## config.mk

```make
export PLATFORM = sky130hd
export DESIGN_NAME = tilling_unbuffer
export DESIGN_NICKNAME = d
export VERILOG_FILES = /design/src/rtl/tilling_pkg.sv /design/src/rtl/tilling_unbuffer_piso.sv /design/src/rtl/tilling_unbuffer.sv
export SDC_FILE = /design/constraint.sdc
export NUM_CORES = 2
export LEC_CHECK = 0
export CORE_AREA = 2 2 452 454
export CTS_BUF_LIST = sky130_fd_sc_hd__clkbuf_8
export DETAILED_ROUTE_END_ITERATION = 10
export DIE_AREA = 0 0 454 456
export DONT_BUFFER_PORTS = 1
export GPL_ROUTABILITY_DRIVEN = 0
export MAX_ROUTING_LAYER = met4
export PLACE_DENSITY = 0.45
export SETUP_SLACK_MARGIN = 0.1
export SYNTH_ARGS = -nofsm -noshare
export SYNTH_HDL_FRONTEND = slang
export SYNTH_SLANG_ARGS = --single-unit
```

## constraint.sdc

```tcl
create_clock -name clk_i -period 1.8 [get_ports clk_i]
set_input_delay 0.27 -clock clk_i [delete_from_list [all_inputs] [get_ports clk_i]]
set_output_delay 0.27 -clock clk_i [all_outputs]
set_load 0.005 [all_outputs]
```

## src/rtl/tilling_pkg.sv

```systemverilog
// tilling_pkg
//   Layout definitions shared by the tile-fill buffer and the tile drain
//   (tilling_unbuffer). Both ends derive their half-word, quadrant depth and
//   quadrant width from these functions, so the four-quadrant tile layout
//   is the same on both sides.
//
//   Tile layout (SIZE_OF_INPUT = W, SIZE_OF_BUFFER = N):
//     H  = W/2     half-word width
//     Q  = N/2     entries per quadrant
//     QW = H*Q     quadrant width
//     quadrant n occupies tile[n*QW +: QW]; entry k occupies [k*H +: H].
//     Quadrants 0/1 hold low halves, quadrants 2/3 hold high halves.
package tilling_pkg;

   typedef enum logic [1:0] {
      IDLE  = 2'd0,   // no tile held
      PAIR0 = 2'd1,   // emitting {Q2, Q0}
      PAIR1 = 2'd2    // emitting {Q3, Q1}
   } state_t;

   localparam int unsigned NUM_QUADRANTS = 4;

   function automatic int unsigned half_width(input int unsigned size_of_input);
      return size_of_input / 2;
   endfunction

   function automatic int unsigned quad_depth(input int unsigned size_of_buffer);
      return size_of_buffer / 2;
   endfunction

   function automatic int unsigned quad_width(input int unsigned size_of_input,
                                              input int unsigned size_of_buffer);
      return half_width(size_of_input) * quad_depth(size_of_buffer);
   endfunction

   // Width of a counter spanning 0..Q-1; never narrower than one bit.
   function automatic int unsigned beat_width(input int unsigned size_of_buffer);
      if (quad_depth(size_of_buffer) > 1)
         return $clog2(quad_depth(size_of_buffer));
      else
         return 1;
   endfunction

endpackage

```

## src/rtl/tilling_unbuffer_piso.sv

```systemverilog
// piso
//   Parallel-in / serial-out register for one tile quadrant; mirror of the
//   fill-side SIPO. A load captures DEPTH entries of WIDTH bits; each shift
//   moves the next entry into the head position. Entry 0 is at the head
//   right after a load.
//
//   Ports:
//     clk_i   clock, rising edge
//     rst_i   asynchronous active-low reset, clears the register
//     load_i  capture data_i (has priority over shift_i)
//     shift_i advance to the next entry
//     data_i  quadrant contents, entry k at [k*WIDTH +: WIDTH]
//     head_o  entry currently at the head
module piso #(
   parameter int unsigned WIDTH = 64,
   parameter int unsigned DEPTH = 4
) (
   input  logic                     clk_i,
   input  logic                     rst_i,
   input  logic                     load_i,
   input  logic                     shift_i,
   input  logic [WIDTH*DEPTH-1:0]   data_i,
   output logic [WIDTH-1:0]         head_o
);

   logic [WIDTH*DEPTH-1:0] shreg;

   always_ff @(posedge clk_i or negedge rst_i) begin
      if (!rst_i) begin
         shreg <= '0;
      end else if (load_i) begin
         shreg <= data_i;
      end else if (shift_i) begin
         // Zero-fill from the top; a drained quadrant reads back as zero.
         shreg <= shreg >> WIDTH;
      end
   end

   assign head_o = shreg[WIDTH-1:0];

endmodule

```

## src/rtl/tilling_unbuffer.sv

```systemverilog
// tilling_unbuffer
//   Drain side of the tile-fill buffer. Captures one complete four-quadrant
//   tile and re-serialises it into full-width words, one per handshake.
//   Pair 0 emits {Q2[k], Q0[k]}, pair 1 emits {Q3[k], Q1[k]} for k = 0..Q-1.
//   A new tile can be captured on the final beat of the current one, so
//   consecutive tiles stream without bubbles.
//
//   Ports:
//     clk_i         clock, rising edge
//     rst_i         asynchronous active-low reset
//     tile_valid_i  tile_data_i holds a tile
//     tile_data_i   SIZE_OF_INPUT*SIZE_OF_BUFFER bit tile
//     tile_ready_o  a tile is captured this cycle if tile_valid_i is high
//     out_valid_o   out_data_o holds a word
//     out_data_o    serialised word
//     out_ready_i   consumer accepts the word
//     out_last_o    current word is the final word of the tile
//     is_empty_o    no tile held
//     is_full_o     tile held and not on its final beat
module tilling_unbuffer
   import tilling_pkg::*;
#(
   parameter int unsigned SIZE_OF_INPUT  = 128,
   parameter int unsigned SIZE_OF_BUFFER = 8
) (
   input  logic                                clk_i,
   input  logic                                rst_i,
   input  logic                                tile_valid_i,
   input  logic [SIZE_OF_INPUT*SIZE_OF_BUFFER-1:0] tile_data_i,
   output logic                                tile_ready_o,
   output logic                                out_valid_o,
   output logic [SIZE_OF_INPUT-1:0]            out_data_o,
   input  logic                                out_ready_i,
   output logic                                out_last_o,
   output logic                                is_empty_o,
   output logic                                is_full_o
);

   localparam int unsigned H  = half_width(SIZE_OF_INPUT);
   localparam int unsigned Q  = quad_depth(SIZE_OF_BUFFER);
   localparam int unsigned QW = quad_width(SIZE_OF_INPUT, SIZE_OF_BUFFER);
   localparam int unsigned KW = beat_width(SIZE_OF_BUFFER);

   localparam logic [KW-1:0] K_LAST = KW'(Q - 1);
   localparam logic [KW-1:0] K_ONE  = KW'(1);

   generate
      if ((SIZE_OF_INPUT % 2) != 0 || SIZE_OF_INPUT == 0) begin : g_bad_input
         $error("tilling_unbuffer: SIZE_OF_INPUT must be even and non-zero");
      end
      if ((SIZE_OF_BUFFER % 2) != 0 || SIZE_OF_BUFFER < 2) begin : g_bad_buffer
         $error("tilling_unbuffer: SIZE_OF_BUFFER must be even and >= 2");
      end
   endgenerate

   state_t        state;
   logic [KW-1:0] k;
   logic          valid_q;
   logic          last_q;
   logic          ready_en;   // low in reset and until the first edge after it

   logic          capture;
   logic          advance;
   logic [H-1:0]  quad_head [NUM_QUADRANTS];
   logic [NUM_QUADRANTS-1:0] quad_shift;

   // Ready on the final beat depends combinationally on out_ready_i so the
   // next tile is captured on the same edge the last word leaves.
   assign tile_ready_o = ready_en && ((state == IDLE) || (last_q && out_ready_i));
   assign capture      = tile_valid_i && tile_ready_o;
   assign advance      = valid_q && out_ready_i;

   always_ff @(posedge clk_i or negedge rst_i) begin
      if (!rst_i) begin
         state    <= IDLE;
         k        <= '0;
         valid_q  <= 1'b0;
         last_q   <= 1'b0;
         ready_en <= 1'b0;
      end else begin
         ready_en <= 1'b1;
         if (capture) begin
            state   <= PAIR0;
            k       <= '0;
            valid_q <= 1'b1;
            last_q  <= 1'b0;
         end else if (advance) begin
            if (k != K_LAST) begin
               k      <= k + K_ONE;
               last_q <= (state == PAIR1) && ((k + K_ONE) == K_LAST);
            end else if (state == PAIR0) begin
               state  <= PAIR1;
               k      <= '0;
               last_q <= (K_LAST == '0);
            end else begin
               state   <= IDLE;
               k       <= '0;
               valid_q <= 1'b0;
               last_q  <= 1'b0;
            end
         end
      end
   end

   // Even quadrants (0, 2) drain during PAIR0, odd quadrants (1, 3) during
   // PAIR1; all four share the load strobe.
   always_comb begin
      quad_shift = '0;
      for (int unsigned q = 0; q < NUM_QUADRANTS; q++) begin
         if ((q % 2) == 0)
            quad_shift[q] = advance && (state == PAIR0);
         else
            quad_shift[q] = advance && (state == PAIR1);
      end
   end

   generate
      for (genvar q = 0; q < NUM_QUADRANTS; q++) begin : g_quad
         piso #(
            .WIDTH (H),
            .DEPTH (Q)
         ) u_piso (
            .clk_i   (clk_i),
            .rst_i   (rst_i),
            .load_i  (capture),
            .shift_i (quad_shift[q]),
            .data_i  (tile_data_i[q*QW +: QW]),
            .head_o  (quad_head[q])
         );
      end
   endgenerate

   always_comb begin
      if (state == PAIR1)
         out_data_o = {quad_head[3], quad_head[1]};
      else
         out_data_o = {quad_head[2], quad_head[0]};
   end

   assign out_valid_o = valid_q;
   assign out_last_o  = last_q;
   assign is_empty_o  = (state == IDLE);
   assign is_full_o   = valid_q && !last_q;

endmodule

```

==> results.md <==
* Max incr delay on CP at 0.42 ns
* # IOs at 1161
* Post-synthesis instance total at a little under 5000
* Synth cell types at 25
* Commonest non-fill, non-tap cell in the layout: dlygate4sd3_1
* Max Fclk at 0.368 GHz
* Worst Tran Pin Value at 2.29 ns
* Period utilization at 151%
* FF-to-FF Start: state[0]
* Max FO, Critical Path at 7
* Mapped Area at 0.0505 mm2
* Vias at 46000
* Standard-cell rows at between 150 and 200
* PD cells at around 1400 mW/mm2
* Post-Syn Area per Cell at 10.4 um2
* Yosys top cell area share at 51.1%
* Initial Utilization at 25.0%
* Slew margin rel. at -52.8%
* H-tree levels at 4
* ANT nets after route at 0
* Crit end category: output pin
* Min-Delay Path Class: input pin to flop
* Ordered list of cells on the worst path: nor2b_4 -> buf_6 -> buf_12 -> buf_12 -> buf_16 -> mux2_4
* Final Hold Fails at 156
* TritonCTS buffer count at 190
* Peak VDD IR at approximately 0.72 mV
* Seq/Total Area, Yosys at 51.1%
* Final WL at about 240 mm
* DR WL/cell at 27.4 um
* Critical R2R Capture: g_quad[3].u_piso.shreg[2]
* Fill cells at 19800
* R2R depth at 14
* Largest net degree at the start of global routing at between 1000 and 1500
* Worst EP arrival at 2.45 ns
* Worst Setup SP: state[0]
* Final worst slack at -0.920 ns
* Synth area leader: dfrtp_1
* Die area at 0.207 mm2
* Yosys reg bits at roughly 1000
* Final min period at 2.72 ns
* DRC viols at 0
* First-pass GRT wire length at 335 mm
* First drt pass iteration count at 6
* Latest clock arrival within the worst-skew pair at ~0.94 ns
* Post-layout nets at 7042
* CP Launch Type: flop
* DRT iter0 DRCs at 3724
* Cell mode on critical path: buf_12
* Violated checks: hold timing, slew limit, setup timing
* R2r setup slk at -0.64 ns
* Finish-stage setup viols at about 1900
* Initial antenna violation count at 62
* Ranking of synthesized cells by area: dfrtp_1 (51%), mux2i_1 (15%), nand4_1 (13%)
* Worst setup path end: out_data_o[95]
* Layout cells sized above 1 at about 15%
* Clk pin slew, worst setup/hold paths at around 0.060 ns
* Maxcap violations at 0
* DP HPWL at 163 mm
* Reg area at around 0.026 mm2
* CTS tree: yes
* WHS at -0.432 ns
* Setup Crit Path Kind: flop to output pin
* Yosys warns at 0
* Placed Instances at 7205
* WP data required at 1.53 ns
* Root buffer cell: clkbuf_8
* CTS Buffer Depth at 3
* Die Width at approximately 450 um
* CP max stage cell: dfrtp_2
* RSZ-0062 raised after global routing: true
* Outcome: finished with violations
* Gr ovfl total at 0
* Total power draw at 107000 uW
* Multi-input gate area at 0.0224 mm2
* Setup Skew at 0.0429 ns
* Non-filler cells in the finished layout at 8904
* Clock sinks at 1031
* Die Ht at between 400 and 500 um
* CORE AREA at roughly 0.20 mm2
* Routed via count divided by cell count at 5.16
* Number of global-route vias before repair at 47000
* IO buf count at 0
* Syn Nets at slightly below 6000
* Lkg Pwr at 0.0346 uW
* Commonest cells after routing, fill and taps aside: dlygate4sd3_1 (1082), dfrtp_1 (1029), nand4_1 (1025)
* Max-slew violations at 473
* Synth-to-layout area growth at 47.5%
* Setup TNS at -948.95 ns
* All-layer global routing usage at 22.6%
routing by layer:
metal,up-vias,part of all wire (%),track usage [%]
li1,20800,-,-
met1,22800,35,22.9
met2,1845,54,41.3
met3,548,6.0,4.95
met4,0,5.1,10.0
met5,-,0,-
stage by stage:
stage	setup WS (ns)	util, %	area, um2
5_1_grt	-1.09	36.9	74500
3_3_place_gp	-1.36	27.1	54600
3_5_place_dp	-1.35	27.1	54600
4_1_cts	-1.07	35.5	71700
2_1_floorplan	0.127	-	50500
6_report	-0.920	36.9	74500
critical path: cells and delay by family, from the launching register on:
family / cells / cell delay [ns]
mux: 1 / 0.39
buf+inv: 4 / 0.55
flops: 1 / 0.42
simple gates: 1 / 0.15
power by group:
part           internal (uW)  switching, uW  leakage, uW
combinational          20300          20300       0.0191
clock                  12500          10800      0.00227
sequential             33900           9520       0.0132
repair_timing:
action / CTS / global route
setup endpoints to repair: 1340 / 1628
pin swaps: 7 / 18
setup buffers: 62 / 39
gates resized for setup: 258 / 186
cloned: 42 / 57
hold buffers: 1034 / 56
endpoints found under the hold margin: 1262 / 564
Yosys cell counts:
library cell / number
nand4b_1: 2
clkbuf_2: 1
conb_1: 1
dfrtp_1: 1031
buf_6: 18
mux2_2: 128
mux2i_1: 770
o2bb2ai_1: 1
o21ai_0: 910
buf_2: 103
nor2b_1: 4
ha_1: 2
inv_1: 1
and2_1: 1
clkbuf_1: 352
nand4_1: 1025
or2_2: 1
clkbuf_4: 4
nor2_1: 4
nand3_1: 2
buf_4: 106
nand2_1: 263
o21ai_1: 115
a21oi_1: 2
and3_4: 1
flip-flops by register name, indices dropped and copies added (netlist names):
signal and count:
k 2, state 2, out_valid_o 1, ready_en 1
out_last_o 1, g_quad.u_piso.shreg 1024
worst min-delay path by stage:
| stage | endpoint | start | cells past startpoint | slack, ns |
|---|---|---|---|---|
| 6_report | g_quad[0].u_piso.shreg[128] | tile_valid_i | 2 | -0.43 |
| 5_1_grt | g_quad[2].u_piso.shreg[193] | tile_valid_i | 2 | -0.47 |
| 4_1_cts | g_quad[0].u_piso.shreg[128] | tile_valid_i | 2 | -0.59 |
| 3_5_place_dp | g_quad[3].u_piso.shreg[112] | rst_i | 0 | -0.02 |
| 3_3_place_gp | g_quad[3].u_piso.shreg[112] | rst_i | 0 | -0.02 |
| 2_1_floorplan | g_quad[0].u_piso.shreg[0] | rst_i | 0 | -0.03 |
cell type report:
cell class	instances	share of cell area (%)
flip-flops and latches	1031	34.6
multi-input cells	3232	30.1
repair buffers	1556	25.3
well taps	2672	4.49
clock buffers	241	4.45
clock inverters	102	0.788
diodes	69	0.232
inverters	1	0.00504
kinds of logic after synthesis:
group                    count (synthesis)  synth area share [%]
other                                    1               0.00743
AO/OA/AOI/OAI                         1028                  10.2
flip-flops                            1031                  51.1
multiplexers                           898                  18.1
buffers and inverters                  585                  5.69
adder cells (fa/ha/maj)                  2                0.0496
AND/OR/NAND/NOR                       1303                  14.8
Power figures use the tool's default switching activity.
